==> src/rtl/button_event_arbiter.sv <==
// Round-robin arbiter that turns per-button press pulses into a FWFT event FIFO.
// Optional auto-repeat on held buttons is built when BUTTON_AUTOREPEAT_EN is defined.
module button_event_arbiter #(
  parameter int N_BTN         = 4,
  parameter int FIFO_DEPTH    = 4,
  parameter int REPEAT_DELAY  = 50000000,
  parameter int REPEAT_PERIOD = 10000000,
  localparam int IDW          = $clog2(N_BTN)
) (
  input  logic                          clk,
  input  logic                          reset,
  input  logic [N_BTN-1:0]              btn_pulse,
  input  logic [N_BTN-1:0]              btn_level,
  output logic                          evt_valid,
  input  logic                          evt_ready,
  output logic [IDW-1:0]                evt_id,
  output logic                          evt_repeat,
  output logic [N_BTN-1:0]              pending,
  output logic [$clog2(FIFO_DEPTH):0]   fifo_count,
  output logic                          overflow
);

  localparam int AW = $clog2(FIFO_DEPTH);
  localparam logic [AW:0] FULL_CNT = (AW+1)'(FIFO_DEPTH);
`ifdef BUTTON_AUTOREPEAT_EN
  localparam int EW = IDW + 1;
`else
  localparam int EW = IDW;
`endif

  logic [IDW-1:0]   rr_ptr;
  logic [IDW-1:0]   win_id;
  logic [IDW-1:0]   next_rr;
  logic             grant;
  logic             pop;
  logic [N_BTN-1:0] grant_vec;
  logic [N_BTN-1:0] req;
  logic [EW-1:0]    entry;
  logic [EW-1:0]    mem [FIFO_DEPTH];
  logic [AW-1:0]    wr_ptr;
  logic [AW-1:0]    rd_ptr;

  // First pending bit at or above rr_ptr, wrapping.
  always_comb begin
    logic           found;
    logic [IDW-1:0] idx;
    found  = 1'b0;
    idx    = '0;
    win_id = '0;
    for (int unsigned k = 0; k < N_BTN; k++) begin
      idx = IDW'((32'(rr_ptr) + k) % N_BTN);
      if (!found && pending[idx]) begin
        found  = 1'b1;
        win_id = idx;
      end
    end
  end

  assign grant   = (|pending) && (fifo_count != FULL_CNT);
  assign pop     = (fifo_count != '0) && evt_ready;
  assign next_rr = (win_id == IDW'(N_BTN - 1)) ? '0 : win_id + 1'b1;

  for (genvar g = 0; g < N_BTN; g++) begin : g_grant
    assign grant_vec[g] = grant && (win_id == IDW'(g));
  end

`ifdef BUTTON_AUTOREPEAT_EN
  localparam int RMAX = (REPEAT_DELAY > REPEAT_PERIOD) ? REPEAT_DELAY : REPEAT_PERIOD;
  localparam int RCW  = $clog2(RMAX) + 1;
  localparam logic [RCW-1:0] DLY = RCW'(REPEAT_DELAY);
  localparam logic [RCW-1:0] PER = RCW'(REPEAT_PERIOD);

  logic [N_BTN-1:0] rep_req;
  logic [N_BTN-1:0] pend_rep;

  for (genvar g = 0; g < N_BTN; g++) begin : g_repeat
    logic [RCW-1:0] hold_cnt;
    logic           repeating;

    // First threshold is the delay, later ones the period; a fresh pulse restarts the sequence.
    assign rep_req[g] = !btn_pulse[g] && btn_level[g] &&
                        ((hold_cnt + 1'b1) == (repeating ? PER : DLY));

    always_ff @(posedge clk) begin
      if (reset) begin
        hold_cnt    <= '0;
        repeating   <= 1'b0;
        pend_rep[g] <= 1'b0;
      end else begin
        if (btn_pulse[g] || !btn_level[g]) begin
          hold_cnt  <= '0;
          repeating <= 1'b0;
        end else if (rep_req[g]) begin
          hold_cnt  <= '0;
          repeating <= 1'b1;
        end else begin
          hold_cnt  <= hold_cnt + 1'b1;
        end
        if (btn_pulse[g])
          pend_rep[g] <= 1'b0;
        else if (rep_req[g] && !(pending[g] && !grant_vec[g]))
          pend_rep[g] <= 1'b1;
      end
    end
  end

  assign req        = btn_pulse | rep_req;
  assign entry      = {pend_rep[win_id], win_id};
  assign evt_repeat = mem[rd_ptr][EW-1];
`else
  localparam int unused_rpt = REPEAT_DELAY + REPEAT_PERIOD;
  logic unused_level;
  assign unused_level = ^btn_level;
  assign req          = btn_pulse;
  assign entry        = win_id;
  assign evt_repeat   = 1'b0;
`endif

  assign evt_valid = (fifo_count != '0);
  assign evt_id    = mem[rd_ptr][IDW-1:0];

  always_ff @(posedge clk) begin
    if (reset) begin
      pending  <= '0;
      overflow <= 1'b0;
      rr_ptr   <= '0;
    end else begin
      pending <= (pending & ~grant_vec) | req;
      if (|(req & pending & ~grant_vec))
        overflow <= 1'b1;
      if (grant)
        rr_ptr <= next_rr;
    end
  end

  always_ff @(posedge clk) begin
    if (reset) begin
      mem        <= '{default: '0};
      wr_ptr     <= '0;
      rd_ptr     <= '0;
      fifo_count <= '0;
    end else begin
      if (grant) begin
        mem[wr_ptr] <= entry;
        wr_ptr      <= wr_ptr + 1'b1;
      end
      if (pop)
        rd_ptr <= rd_ptr + 1'b1;
      if (grant && !pop)
        fifo_count <= fifo_count + 1'b1;
      else if (!grant && pop)
        fifo_count <= fifo_count - 1'b1;
    end
  end

endmodule

==> config.mk <==
export PLATFORM = sky130hd
export DESIGN_NAME = button_event_arbiter
export DESIGN_NICKNAME = d
export VERILOG_FILES = /design/src/rtl/button_event_arbiter.sv
export SDC_FILE = /design/constraint.sdc
export NUM_CORES = 1
export LEC_CHECK = 0
export CAP_MARGIN = 20
export CORE_UTILIZATION = 34
export DETAILED_ROUTE_END_ITERATION = 10
export HOLD_SLACK_MARGIN = 0.02
export PLACE_DENSITY = 0.71
export SYNTH_ARGS = -nofsm -noshare
export SYNTH_HDL_FRONTEND = slang
export SYNTH_SLANG_ARGS = --single-unit
export TNS_END_PERCENT = 5
==> constraint.sdc <==
create_clock -name clk -period 2.1 [get_ports clk]
set_input_delay 0.42 -clock clk [delete_from_list [all_inputs] [get_ports clk]]
set_output_delay 0.42 -clock clk [all_outputs]
set_load 0.005 [all_outputs]
# After elaboration in Yosys (flattened, before gate mapping)

Cells that the tools add are included.
Widths: inputs -> output; s select.

Order comparisons: 7
Mux-type cells: 24
Bitwise operators: 7
$add $sub $neg: 8
Reductions and logical operators: 22
Equal/unequal tests: 4

Operators by type and width:

| kind                | number |
|---|---|
| $mux 2              | 8 |
| $and 4x4->4         | 3 |
| $logic_and 1x1->1   | 12 |
| $lt 2x3->1 const B  | 4 |
| $add 2x1->2 const B | 4 |
| $bmux 1 s2          | 4 |
| $bwmux 8            | 1 |
| $reduce_or 4->1     | 2 |
| $mux 1              | 7 |
| $ge 3x3->1 const B  | 2 |
| $mux 3              | 2 |
| $not 2->3           | 2 |
| $logic_not 1->1     | 5 |
| $add 2x2->2 const B | 2 |
| $bmux 2 s2          | 1 |
| $demux 2 s2         | 1 |
| $eq 2x2->1 const B  | 2 |
| $not 4->4           | 1 |
| $or 4x4->4          | 1 |
| $add 3x1->3 const B | 1 |
| $lt 3x1->1 const B  | 1 |
| $ne 3x3->1 const B  | 1 |
| $reduce_bool 3->1   | 1 |
| $sub 3x1->3 const B | 1 |
| other kinds (3)     | 3 |

Register bits: 22
Output and inout bits: 12

# Longest topological paths before layout

Gate-level depths: netlist of run 1.

Depth after elaboration: 17
Depth in mapped cells: 10

# Worst setup path after synthesis of run 1

OpenSTA, ideal clock, no wires.

Kind: reg-to-reg
Start point: register fifo_count[0]
End point: register fifo_count[2]
Data arrival time: 2123 ps
Path slack: -94 ps
Required time: 2029 ps
Library setup time: 71 ps
Stages on the path, launching flop included: 11
Buffers on the path: 2
Path through: dfxtp_1 > or3b_1 > buf_2 > and2_4 > buf_6 > ha_1 > inv_1 > fa_1 > xor2_1 > or3_1 > a21oi_1

Cells in the longest elaborated chain, start to end: 5

Ends and longest elaborated chain:

| what                        | RTL line | source |
|---|---|---|
| from (decl)                 | 19       | `output logic [$clog2(FIFO_DEPTH):0] fifo_count,` |
| from (signal assigned)      | 150      | `fifo_count <= fifo_count + 1'b1;` |
| from (signal assigned)      | 152      | `fifo_count <= fifo_count - 1'b1;` |
| $ne 3x3->1 (*)              | 59       | `assign grant = (\|pending) && (fifo_count != FULL_CNT);` |
| $logic_and 1x1->1 (*)       | 59       |  |
| named net grant             | 34       | `logic grant;` |
| $logic_not 1->1             | 151      | `else if (!grant && pop)` |
| $logic_and 1x1->1           | 151      |  |
| $reduce_bool 2->1 (no line) | n/a      |  |

The timed path passes the listed nets; every way through them passes the cells marked *. The select of a mux whose other input is x is not followed.
A chain may end at the register's enable or synchronous reset.

# Worst setup path after layout of run 1

Start point: register pending[2]
End point: register fifo_count[2]

Cells in the longest elaborated chain, start to end: 5

Ends and longest elaborated chain:

| what                        | RTL line | source |
|---|---|---|
| from (decl)                 | 18       | `output logic [N_BTN-1:0] pending,` |
| from (signal assigned)      | 128      | `pending <= (pending & ~grant_vec) \| req;` |
| $reduce_or 4->1 (*)         | 59       |  |
| $logic_and 1x1->1 (*)       | 59       |  |
| $logic_not 1->1             | 151      |  |
| $logic_and 1x1->1           | 151      |  |
| $reduce_bool 2->1 (no line) | n/a      |  |

Mark *: on every way between the ends. The rest lies on a longest branch, timed or not.

==> flow_metrics.tcl, run 1 <==
set metrics [dict create \
    syn-cell-area_mm2 0.001156 \
    htreeDepth 1 \
    layout_worst_path_cycle_share 0.9710 \
    yosysTopAreaCellShare 0.3810 \
    clk_latency_ps 300 \
    coreArea_mm2 0.003128 \
    whs_path_depth 2 \
    setup_violations 0 \
    ys_types 36 \
    max_cap_violations 0 \
    yosysWarnings 0 \
    syn_area_per_cell_um2 9.249 \
    path_max_fanout 4 \
    synthTopCellsByArea "dfxtp_1, ha_1, nor2_1" \
    cp_data_arrival_time_ps 2280 \
    ctsLongestPathBuffers 2 \
    grt_overflow 0 \
    hpwl_um 1793 \
    rows 20 \
    synth_top_area_cell "dfxtp_1" \
    p_per_area_mw_per_mm2 1070 \
    grt_pass1_wl_um 4050 \
    grt_max_degree 27 \
    synth-seq-area-share 0.3810 \
    io_buffer_count 17 \
    synth_cells 125 \
    die_y_um 60.31 \
    num_vias 950 \
    syn_nets 146 \
    tritoncts "yes" \
    start_util 0.3696 \
    clockRootBuffer "clkbuf_4" \
    status "finished clean" \
    die-area_mm2 0.003637 \
    dr.pass1.iters 4 \
    clock-sinks 22 \
    crit_end "fifo_count[2]$_SDFFE_PP0P_" \
    synth_seq_cells 22 \
    drt_iter0_drc 49 \
    area_growth_pct 30.19 \
    grt_antenna_before_repair 0 \
    worst_r2r_endpoint "fifo_count[2]$_SDFFE_PP0P_" \
    fin_skew_ps 4.112 \
    synthArstFlopShare 0 \
    hold_viol 0 \
    io-pin-count 23 \
    leakagePower_nw 0.6333 \
    endpoint_kind "register" \
    synth_edf_count 0 \
    fmax_ghz 0.4904 \
    drive_gt1_frac 0.2237 \
    nFillCells 297 \
    gp_congestion 0.7901 \
    vias_per_cell 4.847 \
    rsz0062_at_grt "true" \
    ir_drop_mv 0.3771 \
    cts-buffers-inserted 3 \
    required_ps 2340 \
    place_ws_ps -112.3 \
    hold_path_class "reg2reg" \
    drcViolationCount 0 \
    global_route.usage.total 0.1500 \
    floorplan.die.width_um 60.31 \
    startpoint_type "register" \
    critPathLaunch "pending[2]$_SDFF_PP0_" \
    worst-r2r-cell-count 8 \
    fin_setup_tns_ps 0 \
    post_drt_wl_per_cell_um 11.66 \
    drt_wl_total_um 2286 \
    nets 175 \
    cts.clk_slew.worst_paths_ps 110 \
    cts_setup_buffers 0 \
    grt_pass1_vias 927 \
    drv_slew 0 \
    path_class "reg2reg" \
    synth_ff_type "dfxtp_1" \
    antenna_cells 0 \
    rrSetupSlack_ps 60 \
    fin_ws_ps 60.85 \
    drtAntennaViolNets 0 \
    hold_ws_ps 464.0 \
    rr_startpoint "pending[2]$_SDFF_PP0_" \
    fin_util 0.4812 \
    fin_crit_ps 2039 \
]
[cell type report]
class                      count  area, um2  area share
multi-input combinational     93      693.2      0.4605
sequential                    22      450.4      0.2993
timing repair buffer          29      265.3      0.1762
tap                           44      55.05     0.03658
clock buffer                   3      22.52     0.01496
inverter                       5      18.77     0.01247
[worst max-delay path, stage by stage (launching register included)]
cell and delay [ps]:
dfxtp_2 340, or4_4 560, and2_4 170, ha_4 160, inv_2 50, fa_2 190, xor2_1 70, or3_1 310
a21oi_1 130
[power breakdown]
part	switching [mW]	internal, mW	total [mW]
clock network	0.117	0.0669	0.183
registers	0.0842	0.524	0.608
logic	0.366	0.453	0.819
[worst min path at each step]
stage	start	end	slack (ps)
after global routing	mem[7]$_SDFFE_PP0P_	mem[7]$_SDFFE_PP0P_	480
after global placement	mem[3]$_SDFFE_PP0P_	mem[3]$_SDFFE_PP0P_	440
after floorplan	mem[3]$_SDFFE_PP0P_	mem[3]$_SDFFE_PP0P_	430
final	mem[7]$_SDFFE_PP0P_	mem[7]$_SDFFE_PP0P_	460
after detailed placement	mem[7]$_SDFFE_PP0P_	mem[7]$_SDFFE_PP0P_	450
after CTS	mem[7]$_SDFFE_PP0P_	mem[7]$_SDFFE_PP0P_	470
[cell families (layout without fill, tap and decap cells)]
| kind of cell | after synthesis | after routing | share of synthesized area |
|---|---|---|---|
| compound gates | 25 | 25 | 0.1396 |
| other cells | 1 | 1 | 0.003244 |
| mux | 5 | 5 | 0.06493 |
| buf+inv | 10 | 37 | 0.04329 |
| fa+ha+maj | 10 | 10 | 0.1147 |
| simple gates | 47 | 47 | 0.2154 |
| flops | 22 | 22 | 0.3810 |
| xor+xnor | 5 | 5 | 0.03788 |
[sequential cells by signal, indices dropped and copies added (netlist names)]
name	flops
mem	8
wr_ptr	2
rr_ptr	2
rd_ptr	2
overflow	1
fifo_count	3
pending	4
[repair_timing]
action | in CTS | in global routing
endpoints found under the setup margin | 2 | 4
pin swaps | 0 | 1
gates resized for setup | 2 | 5
hold buffers | 0 | 0
[layer usage]
layer,part of all wire,GRT usage
met5,0,0
met4,0.0031,0.06977
met3,0.018,0.01948
met2,0.51,0.2512
met1,0.47,0.1905
[stage by stage]
| step | cell area [um2] | total power, mW | cells |
|---|---|---|---|
| floorplan | 1177 | 1.109 | 125 |
| global placement | 1461 | 1.385 | 193 |
| detailed placement | 1461 | 1.419 | 193 |
| CTS | 1488 | 1.617 | 196 |
| global route | 1505 | 1.768 | 196 |
| finish | 1505 | 1.611 | 196 |
[cell usage in the layout (no fill, tap or decap), drive strengths merged, types with 8 or more instances in the layout]
cell type / count
a21oi: 8
nand2: 9
ha: 9
dfxtp: 22
nor2: 13
clkdlybuf4s50: 15
buf: 12
[synthesized netlist by cell type (2+ instances only)]
cell	instances
nor2_1	13
nand2_1	9
inv_1	5
a31oi_1	2
nor2b_1	5
mux2i_1	3
or3_1	5
nand3_1	5
mux4_2	2
a21oi_1	8
o21ai_0	5
dfxtp_1	22
o31ai_1	3
ha_1	9
xor2_1	4
clkbuf_1	2
nand3b_1	4
Note: power is estimated with default switching activity, not from simulation.
==> run 2: changes to the inputs <==
Settings changed: SETUP_SLACK_MARGIN set to 0.5, SKIP_CTS_REPAIR_TIMING set to 1.
==> run 2 against run 1 <==
Non-clock buffer count grew 2. Wire length grew 19%. Utilization grew 6.4 points. Worst hold slack gained 0.50 ps. First-iteration DRC count shrank 2.0%. Total power grew 13%.
==> flow_metrics.tcl, run 2 (same netlist as run 1, synthesis figures left out) <==
set metrics [dict create \
    grt_pass1_wl_um 4284 \
    p_per_area_mw_per_mm2 1063 \
    max_cap_violations 0 \
    rr_startpoint "pending[0]$_SDFF_PP0_" \
    status "finished clean" \
    grt_max_degree 14 \
    worst-r2r-cell-count 8 \
    endpoint_kind "register" \
    path_class "reg2reg" \
    layout_worst_path_cycle_share 0.9767 \
    grt_overflow 0 \
    global_route.usage.total 0.1627 \
    tritoncts "yes" \
    hp-start "mem[3]$_SDFFE_PP0P_" \
    hold_ws_ps 464.5 \
    hpwl_um 1958 \
    path_max_fanout 4 \
    fin_crit_ps 2051 \
    hold_viol 0 \
    io_buffer_count 17 \
    htreeDepth 1 \
    rrSetupSlack_ps 50 \
    start_util 0.3696 \
    largestRegisters "mem x8, pending x4, fifo_count x3" \
    fin_ws_ps 48.97 \
    grt_pass1_vias 966 \
    vias_per_cell 5.045 \
    critPathMaxStageDelay_ps 560 \
    final_cell_mix "dfxtp_1, nor2_1, buf_4" \
    wl_met2_um 1394 \
    drive_gt1_frac 0.4129 \
    cts.clk_slew.worst_paths_ps 130 \
    leakagePower_nw 0.7474 \
    area_growth_pct 47.62 \
    route.met3.wl_um 65 \
    rows 20 \
    clockRootBuffer "clkbuf_4" \
    dr.pass1.iters 5 \
    startpoint_type "register" \
    highest_layer "met4" \
    hold_path_class "reg2reg" \
    drtAntennaViolNets 0 \
    largest_reg_flops 8 \
    gp_congestion 0.8811 \
    io-pin-count 23 \
    floorplan.die.width_um 60.31 \
    ctsLongestPathBuffers 2 \
    num_vias 1004 \
    crit_chain "or4_4 -> and2_4 -> ha_4 -> inv_2 -> fa_2 -> xor2_1 -> or3_1 -> a21oi_1" \
    die-area_mm2 0.003637 \
    critPathLaunch "pending[0]$_SDFF_PP0_" \
    required_ps 2340 \
    antenna_cells 0 \
    fmax_ghz 0.4876 \
    layout_commonest_cell "dfxtp_1" \
    ir_drop_mv 0.3800 \
    setup_violations 0 \
    rsz0062_at_grt "true" \
    clk_latency_ps 300 \
    worst_r2r_endpoint "fifo_count[2]$_SDFFE_PP0P_" \
    grt_antenna_before_repair 0 \
    fin_skew_ps 10.56 \
    die_y_um 60.31 \
    place_ws_ps -85.64 \
    drcViolationCount 0 \
    drv_slew 0 \
    wl_met1_um 1196 \
    nets 177 \
    cp_data_arrival_time_ps 2290 \
    post_drt_wl_per_cell_um 13.68 \
    coreArea_mm2 0.003128 \
    clock-sinks 22 \
    top_register "mem" \
    drt_iter0_drc 48 \
    cts-buffers-inserted 3 \
    crit_end "fifo_count[2]$_SDFFE_PP0P_" \
    slowest_stage "or4_4" \
    drt_wl_total_um 2722 \
]
[run 2: cell types whose count changed in the layout (fill, tap and decap cells not counted), moves of 4 or more]
cell / change
ha_1: -4
nand2_1: -4
ha_4: +4
nor2b_1: -4
clkdlybuf4s50_1: -8
a21oi_2: +4
dlymetal6s2s_1: +5
a21oi_1: -4
buf_6: +5
[run 2: worst min-delay path by stage]
stage / slack (ps) / cells past startpoint / end
after global placement: 440 / 2 / mem[1]$_SDFFE_PP0P_
after detailed placement: 450 / 2 / mem[3]$_SDFFE_PP0P_
after floorplan: 430 / 2 / mem[3]$_SDFFE_PP0P_
final: 460 / 2 / mem[3]$_SDFFE_PP0P_
after global routing: 490 / 2 / mem[3]$_SDFFE_PP0P_
after CTS: 470 / 2 / mem[3]$_SDFFE_PP0P_
[run 2: per-stage QoR]
stage	cell area (um2)	total power [mW]	utilization	std cells	setup TNS [ps]
after CTS	1500	1.656	0.4796	197	-249.4
after floorplan	1180	1.112	-	125	0
after detailed placement	1464	1.415	0.4680	193	-85.64
after global routing	1707	1.964	0.5456	199	-35.30
final	1707	1.814	0.5456	199	0
after global placement	1464	1.370	0.4680	193	-19.93
[run 2: cell type report]
cell class              instances  area, um2
clock buffers                   4      36.28
fillers                       252       1421
inverters                       5      21.27
multi-input cells              93      839.6
flip-flops and latches         22      455.4
well taps                      44      55.05
repair buffers                 31      299.0
[run 2: layer usage]
metal / up-vias / global-route usage
li1: 493 / -
met1: 476 / 0.1841
met2: 27 / 0.2936
met3: 8 / 0.02597
met4: 0 / 0.07973
met5: - / 0
[run 2: critical path: cells and delay by family (launching register included)]
kind,cells,cell delay [ps]
flip-flops,1,340
adder cells (fa/ha/maj),2,340
buffers and inverters,1,50
XOR/XNOR,1,70
AND/OR/NAND/NOR,3,1050
AO/OA/AOI/OAI,1,130
[run 2: power by group]
| group | switching (mW) | total [mW] | internal [mW] |
|---|---|---|---|
| sequential | 0.0916 | 0.619 | 0.527 |
| combinational | 0.450 | 0.963 | 0.513 |
| clock | 0.126 | 0.232 | 0.106 |
| total | 0.668 | 1.81 | 1.15 |
